$ cat config.mk
export PLATFORM = sky130hd
export DESIGN_NAME = preset_countdown_reader_flat
export DESIGN_NICKNAME = d
export VERILOG_FILES = /design/src/rtl/preset_countdown_reader_if.sv /design/src/rtl/preset_countdown_reader.sv /design/src/flat_wrapper.sv
export SDC_FILE = /design/constraint.sdc
export NUM_CORES = 1
export LEC_CHECK = 0
export CORE_MARGIN = 5
export CORE_UTILIZATION = 55
export CTS_CLUSTER_DIAMETER = 60
export CTS_CLUSTER_SIZE = 30
export DETAILED_ROUTE_END_ITERATION = 10
export PLACE_DENSITY = 0.76
export SLEW_MARGIN = 20
export SYNTH_ARGS = -nofsm -noshare
export SYNTH_HDL_FRONTEND = slang
export SYNTH_SLANG_ARGS = --single-unit
$ cat constraint.sdc
create_clock -name clk -period 5.5 [get_ports clk]
set_input_delay 0.55 -clock clk [delete_from_list [all_inputs] [get_ports clk]]
set_output_delay 0.55 -clock clk [all_outputs]
set_load 0.01 [all_outputs]
$ cat src/rtl/preset_countdown_reader_if.sv
// rtl/preset_countdown_reader_if.sv - preset store read bus (cs/w_r/addr/r_data)
interface preset_countdown_reader_if #(
  parameter int DW = 6
);
  logic          cs;
  logic          w_r;
  logic          addr;
  logic [DW-1:0] r_data;

  modport master (output cs, output w_r, output addr, input r_data);
  modport slave  (input cs, input w_r, input addr, output r_data);
endinterface

$ cat src/rtl/preset_countdown_reader.sv
// rtl/preset_countdown_reader.sv - reads two presets in turn and counts each down per divided tick
// Optional BCD outputs (count_tens/count_ones) under macro BCD_OUT_EN.
module preset_countdown_reader #(
  parameter int DW      = 6,
  parameter int MAX_VAL = 20,
  parameter int CLK_DIV = 50000000
) (
  input  logic                              clk,
  input  logic                              rst_n,
  input  logic                              start,
  input  logic                              stop,
  preset_countdown_reader_if.master         bus,
  output logic [DW-1:0]                     count,
  output logic                              phase,
  output logic                              busy,
  output logic                              expire,
`ifdef BCD_OUT_EN
  output logic [3:0]                        count_tens,
  output logic [3:0]                        count_ones,
`endif
  output logic                              err
);

  localparam int              DIV_W    = (CLK_DIV > 2) ? $clog2(CLK_DIV) : 1;
  localparam logic [DIV_W-1:0] DIV_LAST = DIV_W'(CLK_DIV - 1);
  localparam logic [DW-1:0]    MAX_D    = DW'(MAX_VAL);

  typedef enum logic [2:0] {
    S_IDLE,
    S_REQ,
    S_WAIT,
    S_LOAD,
    S_RUN
  } state_t;

  state_t           state, state_d;
  logic [DW-1:0]    count_d;
  logic [DW-1:0]    rd_q, rd_d;
  logic [DIV_W-1:0] div_q, div_d;
  logic             phase_d;
  logic             expire_d;
  logic             err_d;
  logic             zero_q, zero_d;

  // Bus and status outputs decode straight from state so reset clears cs without a clock.
  assign bus.cs   = (state == S_REQ);
  assign bus.w_r  = 1'b1;
  assign bus.addr = phase;
  assign busy     = (state != S_IDLE);

  always_ff @(posedge clk or negedge rst_n) begin
    if (!rst_n) begin
      state  <= S_IDLE;
      count  <= '0;
      phase  <= 1'b0;
      expire <= 1'b0;
      err    <= 1'b0;
      div_q  <= '0;
      rd_q   <= '0;
      zero_q <= 1'b0;
    end else begin
      state  <= state_d;
      count  <= count_d;
      phase  <= phase_d;
      expire <= expire_d;
      err    <= err_d;
      div_q  <= div_d;
      rd_q   <= rd_d;
      zero_q <= zero_d;
    end
  end

  always_comb begin
    state_d  = state;
    count_d  = count;
    phase_d  = phase;
    expire_d = 1'b0;
    err_d    = err;
    div_d    = div_q;
    rd_d     = rd_q;
    zero_d   = zero_q;

    case (state)
      S_IDLE: begin
        if (start) begin
          state_d = S_REQ;
          err_d   = 1'b0;
          zero_d  = 1'b0;
        end
      end

      S_REQ: begin
        state_d = S_WAIT;
      end

      // Count is loaded on the edge that samples r_data; LOAD is the first divided cycle.
      S_WAIT: begin
        rd_d  = bus.r_data;
        div_d = '0;
        if (bus.r_data != '0) begin
          count_d = (bus.r_data > MAX_D) ? MAX_D : bus.r_data;
        end
        state_d = S_LOAD;
      end

      S_LOAD: begin
        if (rd_q == '0) begin
          if (zero_q) begin
            err_d   = 1'b1;
            count_d = '0;
            phase_d = 1'b0;
            zero_d  = 1'b0;
            state_d = S_IDLE;
          end else begin
            zero_d  = 1'b1;
            phase_d = ~phase;
            state_d = S_REQ;
          end
        end else begin
          zero_d  = 1'b0;
          div_d   = div_q + 1'b1;
          state_d = S_RUN;
        end
      end

      S_RUN: begin
        if (div_q == DIV_LAST) begin
          div_d = '0;
          if (count == DW'(1)) begin
            count_d  = '0;
            expire_d = 1'b1;
            phase_d  = ~phase;
            state_d  = S_REQ;
          end else if (count > DW'(1)) begin
            count_d = count - 1'b1;
          end
        end else begin
          div_d = div_q + 1'b1;
        end
      end

      default: begin
        state_d = S_IDLE;
      end
    endcase

    // stop overrides everything, including a same-cycle expiry
    if (stop) begin
      state_d  = S_IDLE;
      count_d  = count;
      phase_d  = phase;
      expire_d = 1'b0;
      err_d    = err;
      div_d    = '0;
      rd_d     = rd_q;
      zero_d   = zero_q;
    end
  end

`ifdef BCD_OUT_EN
  always_ff @(posedge clk or negedge rst_n) begin
    if (!rst_n) begin
      count_tens <= 4'd0;
      count_ones <= 4'd0;
    end else begin
      count_tens <= 4'(count_d / DW'(10));
      count_ones <= 4'(count_d % DW'(10));
    end
  end
`endif

endmodule

$ cat src/flat_wrapper.sv
// flat-port wrapper written by rule: the top's interface ports become plain ports
module preset_countdown_reader_flat 
#(
  parameter int DW      = 6,
  parameter int MAX_VAL = 20,
  parameter int CLK_DIV = 50000000
)
  (clk, rst_n, start, stop, count, phase, busy, expire, err, bus_cs, bus_w_r, bus_addr, bus_r_data);
  preset_countdown_reader_if #(.DW(DW)) bus_i ();
  input  logic clk;
  input  logic rst_n;
  input  logic start;
  input  logic stop;
  output logic [DW-1:0] count;
  output logic phase;
  output logic busy;
  output logic expire;
  output logic err;
  output wire logic [$bits(bus_i.cs)-1:0] bus_cs;
  output wire logic [$bits(bus_i.w_r)-1:0] bus_w_r;
  output wire logic [$bits(bus_i.addr)-1:0] bus_addr;
  input wire logic [$bits(bus_i.r_data)-1:0] bus_r_data;
  assign bus_cs = bus_i.cs;
  assign bus_w_r = bus_i.w_r;
  assign bus_addr = bus_i.addr;
  assign bus_i.r_data = bus_r_data;
  preset_countdown_reader #(.DW(DW), .MAX_VAL(MAX_VAL), .CLK_DIV(CLK_DIV)) u_core (.clk(clk), .rst_n(rst_n), .start(start), .stop(stop), .bus(bus_i), .count(count), .phase(phase), .busy(busy), .expire(expire), .err(err));
endmodule
# Word level (Yosys, flattened, before mapping)
# Cells that the tools add are included.
# Widths: inputs -> output; s select.
dict set report totals {
  ff_bits 45
  inputBits 10
  output_inout_bits 13
}
dict set report op_classes {
  addsub 2
  magnitude_cmp 2
  eq_ne 17
  muxes 35
  bitwise_logic 2
  n_reduce_logical 15
}
# operator n
set ops {}
lappend ops {{$mux 26} 3}
lappend ops {{$pmux 26 s3} 1}
lappend ops {{$mux 6} 7}
lappend ops {{$add 26x1->26 const B} 1}
lappend ops {{$eq 26x26->1 const B} 1}
lappend ops {{$pmux 6 s3} 1}
lappend ops {{$mux 3} 5}
lappend ops {{$pmux 3 s5} 1}
lappend ops {{$mux 1} 14}
lappend ops {{$ne 2x1->1 const B} 5}
lappend ops {{$reduce_and 5->1} 2}
lappend ops {{$reduce_and 7->1} 1}
lappend ops {{$eq 3x2->1 const B} 2}
lappend ops {{$eq 6x1->1 const B} 1}
lappend ops {{$gt 6x1->1 const B} 1}
lappend ops {{$gt 6x5->1 const B} 1}
lappend ops {{$logic_not 6->1} 1}
lappend ops {{$ne 3x2->1 const B} 2}
lappend ops {{$ne 3x3->1 const B} 2}
lappend ops {{$pmux 1 s2} 3}
lappend ops {{$reduce_and 3->1} 2}
lappend ops {{$reduce_bool 3->1} 2}
lappend ops {{$reduce_bool 6->1} 1}
lappend ops {{$sub 6x1->6 const B} 1}
lappend ops {{9 further kinds} 12}

# Logic depth before layout (Yosys ltp)
dict set report logic_depth {
  ltp_word 5
  ltp_mapped 8
}

# Worst setup path before layout
# Ideal clock, no wire load.
dict set report synth_path {
  path_kind {register to register}
  startpoint {register u_core.div_q[16]}
  endpoint {register u_core.div_q[22]}
  setup_ns 0.131
  arrival_time_ns 2.098
  path_slack_ns 3.271
  path_stages_with_launch 6
  n_path_buf 0
  path_cell_list {dfrtp_1 > or4b_4 > nor3_1 > a21oi_1 > o2111a_1 > or3b_1}
}
dict set report synth_between {
  elab_chain_cells 4
  word_cells_on_any_way 6
  classes_between {add/sub: 1; eq/ne: 1; mux: 4}
}
# item line
set synth_lines {}
lappend synth_lines {{start, declared} preset_countdown_reader.sv:39} ;# logic [DIV_W-1:0] div_q, div_d;
lappend synth_lines {{start signal, assigned} preset_countdown_reader.sv:67} ;# div_q <= div_d;
lappend synth_lines {{$add 26x1->26 or $eq 26x26->1 (tied branches)} {preset_countdown_reader.sv:121, preset_countdown_reader.sv:138, preset_countdown_reader.sv:127}}
lappend synth_lines {{$mux 26, on equally long branches} {preset_countdown_reader.sv:127, preset_countdown_reader.sv:107}}
lappend synth_lines {{$pmux 26 s3 *} preset_countdown_reader.sv:83} ;# case (state)
lappend synth_lines {{$mux 26 *} preset_countdown_reader.sv:148} ;# if (stop) begin
# Mark *: on every way between the ends. The rest lies on a longest branch, timed or not. The select of a mux whose other input is x is not followed.
# A chain may end at the register's enable or synchronous reset.

# Final worst setup path
dict set report layout_path {
  startpoint {register u_core.rd_q[1]}
  endpoint {register u_core.div_q[9]}
}
dict set report layout_between {
  elab_chain_cells 3
}
# item line
set layout_lines {}
lappend layout_lines {{start, declared} preset_countdown_reader.sv:38} ;# logic [DW-1:0] rd_q, rd_d;
lappend layout_lines {{start signal, assigned} preset_countdown_reader.sv:68} ;# rd_q <= rd_d;
lappend layout_lines {{$logic_not 6->1} preset_countdown_reader.sv:107} ;# if (rd_q == '0) begin
lappend layout_lines {{$ne 3x3->1 (no line)} --}
lappend layout_lines {{$reduce_and 2->1 (no line)} --}
# No other way between the ends.

==> metrics.txt <==
CTS Buffer Depth=2; class of the worst hold path=in2async; CP Data Arrival Time=2990 ps; Post-CTS Setup Bufs=0; Clock Skew=8.258 ps; gpl congestion=0.8930; total grt overflow=0; area post-placement=around 0.003 sq mm; Yosys top cell area share=between 30% and 40%; initial antenna violation count=0; TNS Setup=0 ps; fmax=approximately 0.36 GHz; worst hold slack=235.2 ps; max-slew violation count=0; final instance area=0.003115 sq mm; WL per Instance=about 17 um; via count=2435; worst-margin pin slew=956.3 ps; Net Count, Synth=312; Hold Violations, Final=0; FILL cells=453; outcome=complete, no violations; CTS tree=built; Total Routing Usage GR=21.70%; Worst-Skew Late Latency=300 ps; fin crit period=2796 ps; Core Util, Final=61.39%; I/O Pins=23; CTS buffer count=5; Synth Instances=299; Crit. End Element=flop; Reg clk slew, reported paths=80 ps; number of DRC markers in iteration 0=184; Port Buf Inserts=21; CTS sink cnt=45; first-pass GRT wire length=11.32 mm; Die Ht=81.85 um; 1st-pass router iterations=4; DP Wirelength=about 4.7 mm; largest net degree at the start of global routing=46; Root Buffer=clkbuf_8; Nets=323; Top FF cell, synth=dfrtp_1; synth unique cells=65; synth top area cells=dfrtp_1 40%, nor2_1 3.7%, xor2_1 3.7%, o21ai_0 2.6%, nand2_1 2.4%; number of antenna-violating nets in the routed design=0; Yosys reg bits=45; # setup viols final=0; Rows=26; CP Launch Type=flop; Max-Cap Viols=0; pwr dens=295.7 mW/mm^2; H-tree Lvls=2; register area share after synthesis=39.67%; RSZ-0062 raised after global routing=false; ys async rst share=100.0%; Ys Warns=0; Leak=1.235 nW; synth cell count leaders=45 x dfrtp_1, 28 x nor2_1, 18 x nand2_1; Final Power=0.9211 mW; Max IR drop VDD=approximately 0.33 mV; Post-Route WL=about 6.5 mm; number of diodes=0; Post-synth EDFFs=0; critical path type=reg2reg; core box area=~0.0051 sq mm; Tcrit/Tclk final=50.83%; most numerous cell in the Yosys netlist=dfrtp_1; initial core utilization=55.94%; Die Width=81.85 um; post-synth top area cell=dfrtp_1; CP max FO=15; # hold bufs at CTS=0; routed vias/inst=6.408; P&R area growth vs syn=9.740%; vias in the first global route=2295; cell area after synthesis=roughly 0.0028 sq mm; post_cts resized=0; DR DRC count=0; Slew HR=36.01%; synthesized area per cell=between 9 and 10 sq um; critical path required time=5690 ps; share of layout cells above drive strength 1=9.032%; die area=0.006699 sq mm
==> worst max-delay path, cell delays in order, from the launching register on <==
cell	delay (ps)
dfrtp_1	400
nor4_1	650
a31oi_2	430
nor2_1	840
nor4_1	130
o21ba_2	230
==> worst paths after layout <==
path	start	endpoint	slack, ps	cells after the start
worst max-delay path	u_core.rd_q[1]$_DFFE_PN0P_	u_core.div_q[9]$_DFFE_PN0P_	2700	5
worst min-delay path	rst_n	u_core.zero_q$_DFFE_PN0P_	240	1
worst max register to register	u_core.rd_q[1]$_DFFE_PN0P_	u_core.div_q[9]$_DFFE_PN0P_	2700	5
worst min register to register	u_core.rd_q[2]$_DFFE_PN0P_	u_core.rd_q[2]$_DFFE_PN0P_	510	1
max in group asynchronous	rst_n	u_core.div_q[5]$_DFFE_PN0P_	4850	1
min in group clk	u_core.rd_q[2]$_DFFE_PN0P_	u_core.rd_q[2]$_DFFE_PN0P_	510	1
==> through the flow <==
step,instances,setup slack [ps]
floorplan,299,3271
global placement,373,2417
detailed placement,373,2368
CTS,380,2575
global route,380,2371
finish,380,2704
==> layout by cell type (no fill, tap or decap), types with 6 or more instances in the layout <==
master,Yosys,layout
nand2_1,18,18
clkdlybuf4s50_1,0,20
or3_1,7,7
o2111ai_1,7,7
o21ai_0,15,15
dfrtp_1,45,45
o211ai_1,8,8
xor2_1,12,12
a21oi_1,11,11
nand3_1,9,9
nand4_1,10,10
nor2_1,28,28
clkbuf_8,0,6
nor3_1,7,7
mux2_2,6,6
a211oi_1,6,6
==> cell type report <==
cell class	instances	area [sq um]	area share [%]
tap	70	87.58	2.811
clock buffer	7	86.33	2.771
sequential	45	1126	36.14
inverter	4	15.01	0.4819
multi-input combinational	232	1585	50.88
timing repair buffer	22	215.2	6.908
==> power breakdown <==
| group | switching, mW | internal, mW |
|---|---|---|
| registers | 0.0582 | 0.379 |
| clock network | 0.106 | 0.0998 |
| logic | 0.146 | 0.131 |
| total | 0.311 | 0.610 |
==> registers in the layout, summed over array words and instances (netlist names) <==
| signal | cells |
|---|---|
| u_core.expire | 1 |
| u_core.bus.addr | 1 |
| u_core.err | 1 |
| u_core.state | 3 |
| u_core.rd_q | 6 |
| u_core.count | 6 |
| u_core.zero_q | 1 |
| u_core.div_q | 26 |
==> per-layer routing <==
metal | GRT usage (%) | wire, um | vias to the layer above
li1 | - | - | 1164
met1 | 31.12 | 3081 | 1192
met2 | 32.47 | 2988 | 69
met3 | 4.496 | 337 | 10
met4 | 7.309 | 110 | 0
met5 | 0 | 0 | -
==> cell families (layout without fill, tap and decap cells) <==
logic type,after synthesis,after routing,synth area share (%)
XOR/XNOR,13,13,4.011
AND/OR/NAND/NOR,119,119,23.97
flip-flops,45,45,39.67
buffers and inverters,22,33,4.715
adder cells (fa/ha/maj),3,3,1.322
AO/OA/AOI/OAI,87,87,22.74
other,1,1,0.1321
multiplexers,9,9,3.438
(Power assumes the default switching activity.)
